--- src/rtl/rcu_wrb_pkg.sv ---
// -----------------------------------------------------------------------------
// rcu_wrb_pkg
//   Shared definitions for the writeback funnel (wrb_port_arbiter).
//   - NUM_WRB_SRC / SRC_IDX_W : number of execution-unit sources and index width
//   - SRC_ALU1/ALU2/LSU/MD    : bit index of each unit in the source vectors
//   - wrb_entry_t             : one buffered writeback {preg address, result}
// -----------------------------------------------------------------------------
package rcu_wrb_pkg;

    localparam int NUM_WRB_SRC = 4;
    localparam int SRC_IDX_W   = 2;

    localparam int SRC_ALU1 = 0;
    localparam int SRC_ALU2 = 1;
    localparam int SRC_LSU  = 2;
    localparam int SRC_MD   = 3;

    localparam int WRB_ADDR_W = 6;
    localparam int WRB_DATA_W = 64;

    typedef struct packed {
        logic [WRB_ADDR_W-1:0] addr;
        logic [WRB_DATA_W-1:0] data;
    } wrb_entry_t;

endpackage

--- src/rtl/wrb_src_fifo.sv ---
// -----------------------------------------------------------------------------
// wrb_src_fifo
//   Small circular-buffer FIFO holding writebacks from one execution unit.
//   DEPTH must be a power of two so the pointers wrap naturally.
// Ports
//   clk, rst   : clock, synchronous active-high reset (empties the FIFO)
//   push       : write wr_data this cycle (caller guarantees !full)
//   pop        : drop the head this cycle (caller guarantees !empty)
//   wr_data    : entry to write
//   rd_data    : current head entry (valid when !empty)
//   full/empty : occupancy flags
// -----------------------------------------------------------------------------
module wrb_src_fifo #(
    parameter int WIDTH = 70,
    parameter int DEPTH = 2
) (
    input  logic             clk,
    input  logic             rst,
    input  logic             push,
    input  logic             pop,
    input  logic [WIDTH-1:0] wr_data,
    output logic [WIDTH-1:0] rd_data,
    output logic             full,
    output logic             empty
);

    localparam int PW = $clog2(DEPTH);
    localparam int CW = PW + 1;

    logic [WIDTH-1:0] mem [DEPTH];
    logic [PW-1:0]    rd_ptr;
    logic [PW-1:0]    wr_ptr;
    logic [CW-1:0]    count;

    // Storage carries no reset: entries are only visible through count.
    always_ff @(posedge clk) begin
        if (push) begin
            mem[wr_ptr] <= wr_data;
        end
    end

    always_ff @(posedge clk) begin
        if (rst) begin
            rd_ptr <= '0;
            wr_ptr <= '0;
            count  <= '0;
        end else begin
            if (push) wr_ptr <= wr_ptr + 1'b1;
            if (pop)  rd_ptr <= rd_ptr + 1'b1;
            case ({push, pop})
                2'b10:   count <= count + 1'b1;
                2'b01:   count <= count - 1'b1;
                default: count <= count;
            endcase
        end
    end

    assign rd_data = mem[rd_ptr];
    assign full    = (count == CW'(DEPTH));
    assign empty   = (count == '0);

endmodule

--- src/rtl/wrb_port_arbiter.sv ---
// -----------------------------------------------------------------------------
// wrb_port_arbiter
//   Writeback funnel: four execution units (alu1, alu2, lsu, md) each push
//   {preg, 64-bit result} into a private FIFO; a round-robin arbiter drains up
//   to two heads per cycle onto two registered regfile write ports.
//
// Ports
//   clk, rst        : clock, synchronous active-high reset
//   src_valid_i[4]  : source beat valid (0=alu1, 1=alu2, 2=lsu, 3=md)
//   src_ready_o[4]  : source FIFO has room
//   src_address_i   : preg of source i at [i*REG_SIZE_WIDTH +: REG_SIZE_WIDTH]
//   src_data_i      : result of source i at [i*64 +: 64]
//   wrb0_*          : write port 0 (valid, preg, data), registered
//   wrb1_*          : write port 1 (valid, preg, data), registered
//
// Configuration macro
//   WRB_ZERO_FILTER_EN : beats addressed to preg 0 are handshaked but dropped.
//
// Handshake: a beat moves when src_valid_i[i] && src_ready_o[i] at posedge clk.
// The source keeps address/data stable while valid && !ready. Ready reflects
// FIFO occupancy only (a full FIFO is not ready even if it pops that cycle),
// and is low while rst is high.
// -----------------------------------------------------------------------------
module wrb_port_arbiter
    import rcu_wrb_pkg::*;
#(
    parameter int REG_SIZE       = 48,
    parameter int REG_SIZE_WIDTH = 6,
    parameter int FIFO_DEPTH     = 2
) (
    input  logic                                  clk,
    input  logic                                  rst,
    input  logic [NUM_WRB_SRC-1:0]                src_valid_i,
    output logic [NUM_WRB_SRC-1:0]                src_ready_o,
    input  logic [NUM_WRB_SRC*REG_SIZE_WIDTH-1:0] src_address_i,
    input  logic [NUM_WRB_SRC*64-1:0]             src_data_i,
    output logic                                  wrb0_valid_o,
    output logic [REG_SIZE_WIDTH-1:0]             wrb0_address_o,
    output logic [63:0]                           wrb0_data_o,
    output logic                                  wrb1_valid_o,
    output logic [REG_SIZE_WIDTH-1:0]             wrb1_address_o,
    output logic [63:0]                           wrb1_data_o
);

    localparam int EW = REG_SIZE_WIDTH + 64;

    logic [NUM_WRB_SRC-1:0] push;
    logic [NUM_WRB_SRC-1:0] pop;
    logic [NUM_WRB_SRC-1:0] full;
    logic [NUM_WRB_SRC-1:0] empty;
    logic [EW-1:0]          head [NUM_WRB_SRC];

    logic [SRC_IDX_W-1:0]   rr_ptr;
    logic                   g0_valid;
    logic                   g1_valid;
    logic [SRC_IDX_W-1:0]   g0_idx;
    logic [SRC_IDX_W-1:0]   g1_idx;
    logic [SRC_IDX_W-1:0]   scan_idx;
    logic [SRC_IDX_W-1:0]   last_idx;

    // ---------------- source FIFOs ----------------
    for (genvar i = 0; i < NUM_WRB_SRC; i++) begin : g_src
        logic [REG_SIZE_WIDTH-1:0] src_addr;
        logic                      accept;

        assign src_addr       = src_address_i[i*REG_SIZE_WIDTH +: REG_SIZE_WIDTH];
        assign src_ready_o[i] = !rst && !full[i];
        assign accept         = src_valid_i[i] && src_ready_o[i];

`ifdef WRB_ZERO_FILTER_EN
        // preg 0 is the hardwired zero register: consume the beat, store nothing.
        assign push[i] = accept && (src_addr != '0);
`else
        assign push[i] = accept;
`endif

        always_comb begin
            if (push[i]) begin
                assert (int'(src_addr) < REG_SIZE);
            end
        end

        wrb_src_fifo #(
            .WIDTH (EW),
            .DEPTH (FIFO_DEPTH)
        ) u_fifo (
            .clk     (clk),
            .rst     (rst),
            .push    (push[i]),
            .pop     (pop[i]),
            .wr_data ({src_addr, src_data_i[i*64 +: 64]}),
            .rd_data (head[i]),
            .full    (full[i]),
            .empty   (empty[i])
        );
    end

    // ---------------- round-robin grant ----------------
    // Scan rr_ptr, rr_ptr+1, .. (mod 4); first two non-empty FIFOs win.
    always_comb begin
        g0_valid = 1'b0;
        g1_valid = 1'b0;
        g0_idx   = '0;
        g1_idx   = '0;
        scan_idx = '0;
        for (int k = 0; k < NUM_WRB_SRC; k++) begin
            scan_idx = rr_ptr + SRC_IDX_W'(k);
            if (!empty[scan_idx]) begin
                if (!g0_valid) begin
                    g0_valid = 1'b1;
                    g0_idx   = scan_idx;
                end else if (!g1_valid) begin
                    g1_valid = 1'b1;
                    g1_idx   = scan_idx;
                end
            end
        end
    end

    always_comb begin
        pop = '0;
        if (g0_valid) pop[g0_idx] = 1'b1;
        if (g1_valid) pop[g1_idx] = 1'b1;
    end

    // Next scan starts just past the last source served.
    assign last_idx = g1_valid ? g1_idx : g0_idx;

    always_ff @(posedge clk) begin
        if (rst) begin
            rr_ptr <= '0;
        end else if (g0_valid) begin
            rr_ptr <= last_idx + 1'b1;
        end
    end

    // ---------------- registered write ports ----------------
    // Address/data hold their last value while the port is idle.
    always_ff @(posedge clk) begin
        if (rst) begin
            wrb0_valid_o   <= 1'b0;
            wrb0_address_o <= '0;
            wrb0_data_o    <= '0;
            wrb1_valid_o   <= 1'b0;
            wrb1_address_o <= '0;
            wrb1_data_o    <= '0;
        end else begin
            wrb0_valid_o <= g0_valid;
            wrb1_valid_o <= g1_valid;
            if (g0_valid) begin
                {wrb0_address_o, wrb0_data_o} <= head[g0_idx];
            end
            if (g1_valid) begin
                {wrb1_address_o, wrb1_data_o} <= head[g1_idx];
            end
        end
    end

endmodule

--- config.mk ---
export PLATFORM = sky130hd
export DESIGN_NAME = wrb_port_arbiter
export DESIGN_NICKNAME = d
export VERILOG_FILES = /design/src/rtl/rcu_wrb_pkg.sv /design/src/rtl/wrb_src_fifo.sv /design/src/rtl/wrb_port_arbiter.sv
export SDC_FILE = /design/constraint.sdc
export NUM_CORES = 1
export LEC_CHECK = 0
export ABC_AREA = 1
export BUFFER_PORTS_ARGS = -buffer_cell sky130_fd_sc_hd__buf_2
export CAP_MARGIN = 10
export CORE_ASPECT_RATIO = 1.4
export CORE_MARGIN = 8
export CORE_UTILIZATION = 42
export DETAILED_ROUTE_END_ITERATION = 16
export SKIP_CTS_REPAIR_TIMING = 1
export SYNTH_ARGS = -nofsm -noshare
export SYNTH_HDL_FRONTEND = slang
export SYNTH_SLANG_ARGS = --single-unit
--- constraint.sdc ---
create_clock -name clk -period 5.5 [get_ports clk]
set_input_delay 1.375 -clock clk [delete_from_list [all_inputs] [get_ports clk]]
set_output_delay 1.375 -clock clk [all_outputs]
set_load 0.03 [all_outputs]
==> results.yml <==
setup_path:
  critPathMaxStageDelay_ps: 640
  worstPathArrival_ps: 4380
  critPathBufInv: 3
  crit_chain: "nand2_1, nand3_1, nand2_2, inv_2, nand3_2, o21ai_4, buf_4, inv_4, nand2_1, o21ai_1, ha_1, nor2_1, and3_1, nor3_1"
  crit_slowest_cell: "dfxtp_1"
  start_kind: "register"
  required_ps: 5980
  r2r_cells: 14
  worstSetupPathType: "register to register"
  path_delay_family: "simple AND/OR/NAND/NOR gates"
  worst-path-max-fanout: 29
  cp.depth: 14
  endpoint_kind: "register"
  crit_top_cell: "nand2_1"
synth:
  synth_compound_area_share_pct: 2.871
  synth_top_family_by_area: "simple AND/OR/NAND/NOR gates"
  muxShareOfSynthArea_pct: 4.804
  ys_seq_elements: 724
  synth_warnings: 0
  yosys.area_share.simple_pct: 22.57
  synthCells: 3066
  synth_fa_ha_area_share_pct: 0.2422
  yosysUniqueCellTypes: 36
  syn-cell-area_sq_mm: 0.03099
  synth_xor_area_share_pct: 0
  avgSynthCellArea_sq_um: 10.11
  synth_seq_area_share_pct: 64.86
  synth_nets: 3358
timing:
  drv_slew: 0
  tightest_slew_ps: 1088
  finalHoldViolCount: 0
  finalClockSkew_ps: 26.73
  rsz0062_at_grt: "no"
  maxSlewHeadroom_pct: 27.47
  fin_crit_ps: 3896
  setup_viol: 0
  fmax_mhz: 256.7
  period_share_pct: 70.83
  setup_ws_ps: 1604
final_layout:
  area_growth_pct: 17.75
  drive_gt1_share_pct: 19.89
  nets: 3718
  final_cells: 4473
clocking:
  cts_tree: "done"
  cts.clk_slew.worst_paths_ps: 70
  clock-sinks: 724
  clockRootBuffer: "clkbuf_16"
  insertion_delay_ps: 620
  h-tree-depth: 3
  cts_inserted_buffers: 73
  cts_buffer_depth: 3
floorplanning:
  core_area_sq_mm: 0.07353
  die_area_sq_mm: 0.08286
  fp.dieH_microns: 337.4
  die_w_microns: 245.6
  rows: 118
  ios: 432
  initial_core_util_pct: 42.15
grt:
  grt_pass1_vias: 23070
  antenna_found_initial: 34
  grtUsageTotal_pct: 23.92
  grt_max_degree: 141
  grt_overflow: 0
  grt_pass1_wl_microns: 148200
drt:
  wl_microns: 101400
  drc_errors: 0
  drt_pass1_iterations: 5
  vias: 23420
  ant_nets: 0
  drt-initial-drc-count: 1934
  wl_per_cell_microns: 22.67
  viasPerCell: 5.235
place:
  dp_cells: 4311
  dp_hpwl_microns: 65140
  place_congestion: 0.8356
  port_buffers: 431
  pre_cts_ws_ps: 1700
hold_path:
  hold_class: "register to register"
  hold_depth: 2
outcome:
  status: "finished, final reports clean"
flow_run:
  cap_violations: 0
[metal layers]
layer | track usage (%) | share of wire (%) | wire length, microns
met5 | 0 | 0.036 | 36
met4 | 12.22 | 4.1 | 4159
met2 | 39.81 | 49 | 49580
met1 | 29.49 | 40 | 40440
met3 | 4.591 | 7.1 | 7175
[worst min-delay path, delay by kind of cell (launching register included)]
family / cells / cell delay (ps)
flops: 1 / 320
simple gates: 2 / 140
[cells in the mapped netlist (all sizes together)]
cell / number / share of area, %
buf: 98 / 1.8
nor2: 405 / 5.0
and2: 2 / 0.040
and3: 4 / 0.081
o21a: 1 / 0.024
dfxtp: 164 / 11
ha: 6 / 0.24
edfxtp: 560 / 54
o21ai: 153 / 2.5
nand2: 858 / 10
mux2i: 70 / 2.3
nand3: 383 / 6.2
nor3: 4 / 0.065
clkbuf: 87 / 1.1
a21oi: 17 / 0.27
inv: 148 / 1.8
nand4: 29 / 0.61
nand3b: 4 / 0.097
o211ai: 3 / 0.089
mux2: 70 / 2.5
[area by class of cell]
class                           count  area, sq um
Antenna cell                       29        72.57
Clock buffer                      101         2086
Clock inverter                     32        300.3
Fill cell                        6789        37030
Inverter                          148        579.3
Multi-Input combinational cell   2009         9548
Sequential cell                   724        20110
Tap cell                          960         1201
Timing Repair Buffer              470         2590
[cells by family after synthesis]
group           count (synthesis)
compound gates                174
flops                         724
buf+inv                       333
mux                           140
simple gates                 1689
fa+ha+maj                       6
[sequential cells by signal, indices dropped and copies added (netlist names), named ones only]
name,count
g_src.u_fifo.count,8
g_src.u_fifo.mem,560
g_src.u_fifo.rd_ptr,4
g_src.u_fifo.wr_ptr,4
rr_ptr,2
wrb0_address_o,6
wrb0_data_o,64
wrb0_valid_o,1
wrb1_address_o,6
wrb1_data_o,64
wrb1_valid_o,1
[layout by cell type (no fill, tap or decap), types with 6 or more instances in the layout]
| cell | count |
|---|---|
| nand2_1 | 848 |
| edfxtp_1 | 560 |
| buf_2 | 430 |
| nor2_1 | 393 |
| nand3_1 | 380 |
| dfxtp_1 | 160 |
| inv_1 | 136 |
| o21ai_0 | 104 |
| clkbuf_16 | 76 |
| mux2i_1 | 70 |
| mux2_2 | 70 |
| o21ai_1 | 47 |
| diode_2 | 29 |
| buf_4 | 29 |
| nand4_1 | 28 |
| a21oi_1 | 17 |
| clkbuf_1 | 16 |
| clkinv_2 | 14 |
| nor2_4 | 12 |
| buf_12 | 11 |
| clkbuf_8 | 9 |
| clkinv_1 | 9 |
| nand2_2 | 6 |
| ha_1 | 6 |
[stage by stage]
stage          TNS, ps  area (sq um)  hold slack, ps  utilization (%)
2_1_floorplan  -162510         30990           459.6                -
3_3_place_gp         0         34030           480.6            46.29
3_5_place_dp         0         34030           485.3            46.29
4_1_cts              0         36420           499.9            49.53
5_1_grt              0         36460           555.0            49.59
6_report             0         36490           495.0            49.63
[worst paths after layout]
path                           from                  endpoint  slack (ps)
max                       rr_ptr[0]  g_src[3].u_fifo.count[1]        1600
min          g_src[1].u_fifo.rd_ptr    g_src[1].u_fifo.rd_ptr         490
max reg2reg               rr_ptr[0]  g_src[3].u_fifo.count[1]        1600
min reg2reg  g_src[1].u_fifo.rd_ptr    g_src[1].u_fifo.rd_ptr         490
Power is not shown: default switching activity piles up to over one toggle a cycle in this logic, so the estimate is an artifact.
